<file path="config.mk">
export PLATFORM = sky130hd
export DESIGN_NAME = apb_vgachargen_ctrl
export DESIGN_NICKNAME = d
export VERILOG_FILES = /design/src/rtl/vgachargen_pkg.sv /design/src/rtl/apb_vgachargen_ctrl.sv
export SDC_FILE = /design/constraint.sdc
export NUM_CORES = 1
export LEC_CHECK = 0
export CORE_ASPECT_RATIO = 0.7
export CORE_MARGIN = 1.5
export CORE_UTILIZATION = 30
export CTS_BUF_LIST = sky130_fd_sc_hd__clkbuf_4 sky130_fd_sc_hd__clkbuf_8
export DETAILED_ROUTE_END_ITERATION = 10
export GPL_ROUTABILITY_DRIVEN = 0
export HOLD_SLACK_MARGIN = 0.1
export SLEW_MARGIN = 20
export SYNTH_ARGS = -nofsm -noshare
export SYNTH_HDL_FRONTEND = slang
export SYNTH_SLANG_ARGS = --single-unit
</file>
<file path="constraint.sdc">
create_clock -name clk_i -period 13.34 [get_ports clk_i]
set_input_delay 4.002 -clock clk_i [delete_from_list [all_inputs] [get_ports clk_i]]
set_output_delay 4.002 -clock clk_i [all_outputs]
set_load 0.02 [all_outputs]
</file>
<file path="src/rtl/vgachargen_pkg.sv">
// Shared types and constants for the vgachargen APB front-end: window map,
// transfer FSM states and the setup-phase error decoder.
package vgachargen_pkg;

  localparam logic [1:0] WIN_CH_MAP  = 2'd0;
  localparam logic [1:0] WIN_COL_MAP = 2'd1;
  localparam logic [1:0] WIN_TIFF    = 2'd2;

  localparam int MEM_ADDR_W = 10;
  localparam int MEM_DATA_W = 32;

  typedef enum logic [1:0] {IDLE, ACCESS, RESP} apb_state_e;

  // Returns 1 when the access must be answered with pslverr instead of touching memory.
  function automatic logic apb_decode_err(input logic [13:0] paddr,
                                          input logic        pwrite,
                                          input logic [3:0]  pstrb,
                                          input int          ch_words,
                                          input int          col_words,
                                          input int          tiff_words);
    int   idx;
    logic err;
    idx = int'(paddr[11:2]);
    err = (paddr[1:0] != 2'b00);
    case (paddr[13:12])
      WIN_CH_MAP:  err = err | (idx >= ch_words);
      WIN_COL_MAP: err = err | (idx >= col_words);
      WIN_TIFF:    err = err | (idx >= tiff_words) | (pwrite & (pstrb != 4'hF));
      default:     err = 1'b1;
    endcase
    return err;
  endfunction

endpackage

</file>
<file path="src/rtl/apb_vgachargen_ctrl.sv">
// APB3 slave bridging single transfers onto vgachargen's char_map, col_map and
// char_tiff memory ports; one wait state per good transfer, zero for errors.
module apb_vgachargen_ctrl
  import vgachargen_pkg::*;
#(
  parameter int APB_ADDR_W    = 14,
  parameter int CH_MAP_WORDS  = 600,
  parameter int COL_MAP_WORDS = 600,
  parameter int TIFF_WORDS    = 1024
) (
  input  logic                  clk_i,
  input  logic                  rst_i,
  input  logic [APB_ADDR_W-1:0] paddr_i,
  input  logic                  psel_i,
  input  logic                  penable_i,
  input  logic                  pwrite_i,
  input  logic [31:0]           pwdata_i,
  input  logic [3:0]            pstrb_i,
  output logic [31:0]           prdata_o,
  output logic                  pready_o,
  output logic                  pslverr_o,
  output logic [MEM_ADDR_W-1:0] char_map_addr_o,
  output logic                  char_map_we_o,
  output logic [3:0]            char_map_be_o,
  output logic [MEM_DATA_W-1:0] char_map_wdata_o,
  input  logic [MEM_DATA_W-1:0] char_map_rdata_i,
  output logic [MEM_ADDR_W-1:0] col_map_addr_o,
  output logic                  col_map_we_o,
  output logic [3:0]            col_map_be_o,
  output logic [MEM_DATA_W-1:0] col_map_wdata_o,
  input  logic [MEM_DATA_W-1:0] col_map_rdata_i,
  output logic [MEM_ADDR_W-1:0] char_tiff_addr_o,
  output logic                  char_tiff_we_o,
  output logic [MEM_DATA_W-1:0] char_tiff_wdata_o,
  input  logic [MEM_DATA_W-1:0] char_tiff_rdata_i
);

  apb_state_e            state;
  logic [1:0]            cap_win;
  logic                  cap_write;
  logic                  cap_err;
  logic [1:0]            win;
  logic [MEM_ADDR_W-1:0] word_idx;
  logic                  err_setup;

  assign win       = paddr_i[13:12];
  assign word_idx  = paddr_i[11:2];
  assign err_setup = apb_decode_err(paddr_i[13:0], pwrite_i, pstrb_i,
                                    CH_MAP_WORDS, COL_MAP_WORDS, TIFF_WORDS);

  always_ff @(posedge clk_i or posedge rst_i) begin
    if (rst_i) begin
      state             <= IDLE;
      cap_win           <= '0;
      cap_write         <= 1'b0;
      cap_err           <= 1'b0;
      pready_o          <= 1'b0;
      pslverr_o         <= 1'b0;
      char_map_addr_o   <= '0;
      char_map_we_o     <= 1'b0;
      char_map_be_o     <= '0;
      char_map_wdata_o  <= '0;
      col_map_addr_o    <= '0;
      col_map_we_o      <= 1'b0;
      col_map_be_o      <= '0;
      col_map_wdata_o   <= '0;
      char_tiff_addr_o  <= '0;
      char_tiff_we_o    <= 1'b0;
      char_tiff_wdata_o <= '0;
    end else begin
      // Strobes and handshake are single-cycle pulses unless set below.
      char_map_we_o  <= 1'b0;
      col_map_we_o   <= 1'b0;
      char_tiff_we_o <= 1'b0;
      pready_o       <= 1'b0;
      pslverr_o      <= 1'b0;
      case (state)
        IDLE: begin
          if (psel_i && !penable_i) begin
            state     <= ACCESS;
            cap_win   <= win;
            cap_write <= pwrite_i;
            cap_err   <= err_setup;
            if (err_setup) begin
              pready_o  <= 1'b1;
              pslverr_o <= 1'b1;
            end else begin
              case (win)
                WIN_CH_MAP: begin
                  char_map_addr_o  <= word_idx;
                  char_map_be_o    <= pstrb_i;
                  char_map_wdata_o <= pwdata_i;
                  char_map_we_o    <= pwrite_i;
                end
                WIN_COL_MAP: begin
                  col_map_addr_o  <= word_idx;
                  col_map_be_o    <= pstrb_i;
                  col_map_wdata_o <= pwdata_i;
                  col_map_we_o    <= pwrite_i;
                end
                WIN_TIFF: begin
                  char_tiff_addr_o  <= word_idx;
                  char_tiff_wdata_o <= pwdata_i;
                  char_tiff_we_o    <= pwrite_i;
                end
                default: ;
              endcase
            end
          end
        end
        ACCESS: begin
          if (!psel_i || cap_err) begin
            state <= IDLE;
          end else begin
            state    <= RESP;
            pready_o <= 1'b1;
          end
        end
        RESP:    state <= IDLE;
        default: state <= IDLE;
      endcase
    end
  end

  // Memory read data arrives the cycle after ACCESS, so it is muxed straight out in RESP.
  always_comb begin
    prdata_o = '0;
    if (state == RESP && !cap_write) begin
      case (cap_win)
        WIN_CH_MAP:  prdata_o = char_map_rdata_i;
        WIN_COL_MAP: prdata_o = col_map_rdata_i;
        WIN_TIFF:    prdata_o = char_tiff_rdata_i;
        default:     prdata_o = '0;
      endcase
    end
  end

endmodule

</file>
==> qor.yml, run 1 <==
p_int_uw: 864
die-area_um2: 22300
die_h_um: 125
synthDistinctLibCells: 30
post-route-period-util_pct: 71.4
yosysSeqAreaShare_pct: 56.6
ir_drop_v: 0.0000636
drtIter0Drc: 196
cts-root-buf: "clkbuf_8"
fmaxAchievable_ghz: 0.105
grt_pass1_vias: 5335
drc_errors: 0
fin_util_pct: 49.0
overflow: 0
syn_area_um2: 6420
synth.avg_cell_area_um2: 13.7
powerDensity_nw_per_um2: 122
fin_cells: 1076
status: "completed"
ant_nets: 0
crit_type: "in -> out"
finalNetCount: 938
dieWidth_um: 178
postCtsSetupBuffers: 0
layout.cells.most_common_list: "clkdlybuf4s50_1 (321), dfrtp_1 (143), mux2_2 (86)"
grt_start_max_net_pins: 80
initial_core_util_pct: 30.8
post-route-min-period_ns: 9.53
relSlewSlack_pct: 31.3
setup_slack_ns: 3.81
cp-end-kind: "primary output"
finalInstanceArea_um2: 10200
dr.pass1.iters: 4
cts_buffers: 17
drive_above_1_share_pct: 21.8
worst_ep_required_time_ns: 9.34
path_max_fanout: 1
seq_power_share_pct: 43.6
antenna_found_initial: 0
synth_fp_nets: 621
area_delta_synth_final_pct: 59.3
dp_slack_ns: 3.78
p_clk_share_pct: 27.1
cts_tree: "yes"
fin_skew_ns: 0.0154
clk_latency_ns: 0.45
synthCells: 470
post_drt_wl_per_cell_um: 18.6
port_buffers: 321
p_comb_share_pct: 29.3
clock_path_buffers: 2
grt_pass1_wl_um: 30400
via_count: 4941
hold_viol_final: 0
max_slew.worst_pin.slew_ns: 1.03
place_area_um2: 9840
switching_power_uw: 378
cts.clk_slew.worst_paths_ns: 0.07
synth_seq_cells: 145
cap_violations: 0
finalWirelength_um: 20000
grt_usage_pct: 18.0
yosysWarnings: 0
setup_tns_ns: 0
pin_count: 322
antennaDiodeCount: 0
netSwitchingFraction_pct: 30.5
vias_per_cell: 4.59
dp_cells: 1044
arrival_ns: 5.53
rsz0062_at_grt: "false"
detailed_place_hpwl_um: 14700
slew_violations: 0
leakagePower_uw: 0.00447
core_region_area_um2: 20900
setup_violations: 0
crit_path_start_kind: "input pin"
htree_levels: 4
clock_sinks: 145
cts_resized: 0
cts_hold_buf: 0
final_common_cell: "clkdlybuf4s50_1"
hold_class: "reg -> reg"
rows: 44
## logic make-up after synthesis
family / Yosys count / share of synthesized area (%)
muxes: 166 / 30.9
and+or+nand+nor: 91 / 6.34
DFF: 145 / 56.6
buffers and inverters: 31 / 3.30
AOI/OAI and AO/OA: 37 / 2.96
## power groups by stage
stage	Combinational, uW	Sequential (uW)	Clock, uW
floorplan	119	599	0
global placement	362	546	0
detailed placement	367	550	0
CTS	368	543	351
global route	386	551	371
finish	364	542	337
## sequential cells by signal, summed over array words and instances, names as in the netlist, 2 cells and up
signal	count
char_map_wdata_o	32
char_tiff_wdata_o	32
col_map_wdata_o	32
char_map_addr_o	10
char_tiff_addr_o	10
col_map_addr_o	10
char_map_be_o	4
col_map_be_o	4
cap_win	2
state	2
## layout make-up
type / count / area [um^2]
multi-input cells: 294 / 2590
repair buffers: 326 / 3250
fillers: 1822 / 10600
inverters: 3 / 21.3
clock buffers: 22 / 284
flip-flops and latches: 145 / 3630
well taps: 276 / 345
clock inverters: 10 / 98.8
## critical path: stages
cell             delay [ns]
clkdlybuf4s50_1        0.50
mux2i_1                0.08
nor2_1                 0.13
a21oi_1                0.06
nor2_1                 0.10
clkdlybuf4s50_1        0.66
## through the flow
step	hold slack [ns]	power, uW
after floorplan	0.418	717
after global placement	0.436	908
after detailed placement	0.443	917
after CTS	0.457	1260
after global routing	0.478	1310
final	0.460	1240
## Yosys cell counts
master    instances  area, um^2
buf_6             5        56.3
mux2_4           40         601
nand3_1           1        5.00
buf_8             4        60.1
clkinv_4          1        8.76
nor4b_1           1        8.76
nor3_4            1        16.3
nor2_2            1        6.26
nor2b_1           1        6.26
and4_1            1        8.76
dfrtp_1         145        3630
o211ai_1          1        7.51
mux2i_1          32         320
nand2_4           1        11.3
nor4bb_1          1        10.0
and3_1            1        6.26
a21o_1            1        7.51
nand2_1          10        37.5
o21ai_0           2        10.0
clkbuf_1         13        48.8
nor2_4            1        11.3
or4b_1            1        10.0
buf_2             6        30.0
mux2_2           86         968
or2_2             1        6.26
inv_1             2        7.51
nor3_1            3        15.0
nor2_1           66         248
mux2_1            8        90.1
a21oi_1          33         165
## path summary, 6_finish.rpt
| kind | from | cells past startpoint | end | slack [ns] |
|---|---|---|---|---|
| hold / removal | cap_err | 1 | state[1] | 0.46 |
| max in group asynchronous | rst_i | 3 | col_map_wdata_o[28] | 8.16 |
| setup / recovery | char_map_rdata_i[4] | 6 | prdata_o[4] | 3.81 |
| setup reg to reg | state[0] | 6 | col_map_be_o[3] | 10.12 |
| hold reg to reg | cap_err | 1 | state[1] | 0.46 |
| min in group asynchronous | rst_i | 2 | col_map_wdata_o[27] | 4.01 |
## per-layer routing
metal  vias to the layer above  share of wire (%)  global-route usage [%]
met5                         -                  0                       0
met4                         0               0.91                    4.75
met3                        16                 11                    7.76
met2                       184                 49                    30.9
met1                      2460                 40                    20.4
li1                       2281                  -                       -
Note: power is estimated with default switching activity, not from simulation.
==> run 2, diff against run 1 <==
--- a/config.mk
+++ b/config.mk
@@ -12,6 +12,7 @@
 export DETAILED_ROUTE_END_ITERATION = 10
 export GPL_ROUTABILITY_DRIVEN = 0
 export HOLD_SLACK_MARGIN = 0.1
+export PLACE_DENSITY = 0.65
 export SLEW_MARGIN = 20
 export SYNTH_ARGS = -nofsm -noshare
 export SYNTH_HDL_FRONTEND = slang
==> constraint.sdc (replaced) <==
create_clock -name clk_i -period 8.75 [get_ports clk_i]
set_input_delay 2.625 -clock clk_i [delete_from_list [all_inputs] [get_ports clk_i]]
set_output_delay 2.625 -clock clk_i [all_outputs]
set_load 0.02 [all_outputs]
==> run 2 against run 1 <==
  * Die area did not move
  * Setup slack got worse by 1.8 ns
  * Cell area rose by 0.17%
  * Worst hold slack got worse by 0.0072 ns
  * Clock skew rose by 0.0039 ns
  * Critical path type unchanged
==> qor.yml, run 2 (same netlist as run 1, synthesis figures left out) <==
grt_pass1_wl_um: 28800  # -5.3%
antennaDiodeCount: 0  # unchanged
cts-root-buf: "clkbuf_8"
fin_cells: 1078  # +0.19%
finalWirelength_um: 18700  # -6.9%
postCtsSetupBuffers: 0  # unchanged
hold_viol_final: 0  # unchanged
cp_slowest_cell: "clkdlybuf4s50_1"
port_buffers: 321  # unchanged
num-fill-cells: 1920  # +5.4%
powerDensity_nw_per_um2: 186  # +53%
htree_levels: 4  # unchanged
cp_top_family: "buffers and inverters"
rows: 44  # unchanged
setup_violations: 0  # unchanged
regArea_um2: 3630  # about the same
place_area_um2: 9850  # +0.10%
reg.largest.list: "char_map_wdata_o: 32 flops, char_tiff_wdata_o: 32 flops, col_map_wdata_o: 32 flops"
fin_skew_ns: 0.0193  # +0.00388 ns
fmaxAchievable_ghz: 0.149
grt_usage_pct: 16.7  # -1.3 points
path_max_fanout: 1  # unchanged
clk_latency_ns: 0.44  # about the same
crit_buf_inv: 2  # unchanged
vias_per_cell: 4.48  # -2.5%
drive_above_1_share_pct: 21.7  # -0.054 points
overflow: 0  # unchanged
status: "completed"
multi_input_area_um2: 2580  # -0.19%
area_delta_synth_final_pct: 59.6
core_region_area_um2: 20900  # unchanged
cts_tree: "yes"
dieWidth_um: 178  # unchanged
relSlewSlack_pct: 31.9  # +0.53 points
dp_slack_ns: 2.03  # -1.76 ns
antenna_found_initial: 0  # unchanged
crit_type: "in -> out"
layout.cells.most_common_list: "clkdlybuf4s50_1 (321), dfrtp_1 (144), mux2_2 (86)"
cp-end-kind: "primary output"
dr.pass1.iters: 4  # unchanged
drc_errors: 0  # unchanged
setup_tns_ns: 0  # unchanged
grt_start_max_net_pins: 99  # +24%
arrival_ns: 4.08  # -1.45 ns
initial_core_util_pct: 30.8  # unchanged
cap_violations: 0  # unchanged
finalNetCount: 940  # +0.21%
ant_nets: 0  # unchanged
clock_sinks: 145  # unchanged
finalInstanceArea_um2: 10200  # +0.17%
cts.clk_slew.worst_paths_ns: 0.07  # about the same
rsz0062_at_grt: "false"
final_common_cell: "clkdlybuf4s50_1"
critPathMaxStageDelay_ns: 0.61  # -0.05 ns
via_count: 4828  # -2.3%
setup_slack_ns: 2.04  # -1.77 ns
grt_pass1_vias: 4996  # -6.4%
detailed_place_hpwl_um: 13300  # -9.4%
hold_class: "reg -> reg"
post-route-period-util_pct: 76.7
worst_ep_required_time_ns: 6.12  # -3.22 ns
worstPathCellList: "clkdlybuf4s50_1 > mux2i_1 > nor2_1 > a21oi_1 > nor2_1 > clkdlybuf4s50_1"
die-area_um2: 22300  # unchanged
clock_path_buffers: 2  # unchanged
dp_cells: 1046  # +0.19%
post-route-min-period_ns: 6.71
die_h_um: 125  # unchanged
cts_resized: 0  # unchanged
slew_violations: 0  # unchanged
crit_path_start_kind: "input pin"
leakagePower_uw: 0.00448  # +0.18%
post_drt_wl_per_cell_um: 17.3  # -7.1%
max_slew.worst_pin.slew_ns: 1.02  # -0.00797 ns
drtIter0Drc: 145  # -26%
ir_drop_v: 0.0000919  # +44%
cts_buffers: 17  # unchanged
fin_util_pct: 49.1  # +0.084 points
pin_count: 322  # unchanged
cts_hold_buf: 0  # unchanged
[run 2: cell types whose count changed in the layout (fill, tap and decap cells not counted), sizes merged]
cell,change
buf,+2
clkbuf,-1
clkinvlp,+1
inv,+1
clkinv,-1
[run 2: per-stage QoR]
| stage | total power (uW) | hold WS (ns) |
|---|---|---|
| final | 1900 | 0.452 |
| after global routing | 2000 | 0.481 |
| after CTS | 1930 | 0.454 |
| after detailed placement | 1390 | 0.443 |
| after global placement | 1380 | 0.448 |
| after floorplan | 1090 | 0.418 |
[run 2: worst paths after layout]
kind	start	end	slack [ns]	depth (start not counted)
max	char_map_rdata_i[28]	prdata_o[28]	2.04	6
min	cap_err	state[1]	0.45	1
max reg2reg	state[0]	char_map_wdata_o[0]	5.75	4
min reg2reg	cap_err	state[1]	0.45	1
max in group asynchronous	rst_i	col_map_wdata_o[31]	4.82	3
min in group asynchronous	rst_i	char_tiff_wdata_o[29]	2.75	2
[run 2: cell type report]
type / count / area share (%)
Inverter: 3 / 0.208
Clock buffer: 21 / 2.70
Multi-Input combinational cell: 294 / 25.2
Timing Repair Buffer: 328 / 31.9
Sequential cell: 145 / 35.4
Clock inverter: 11 / 1.16
Tap cell: 276 / 3.37
[run 2: power by group]
group	total [uW]	internal [uW]	leakage [uW]	switching, uW
clock	532	254	0.000195	277
combinational	557	309	0.00235	248
sequential	814	755	0.00194	59.3
total	1900	1320	0.00448	584
[run 2: routing by layer]
layer	wire length [um]	up-vias	share of wire (%)	global-route usage, %
met5	0	-	0	0
met4	182	0	0.98	3.71
met3	1680	17	9.0	7.15
met2	8100	175	43	24.6
met1	8700	2359	47	22.7
li1	-	2277	-	-
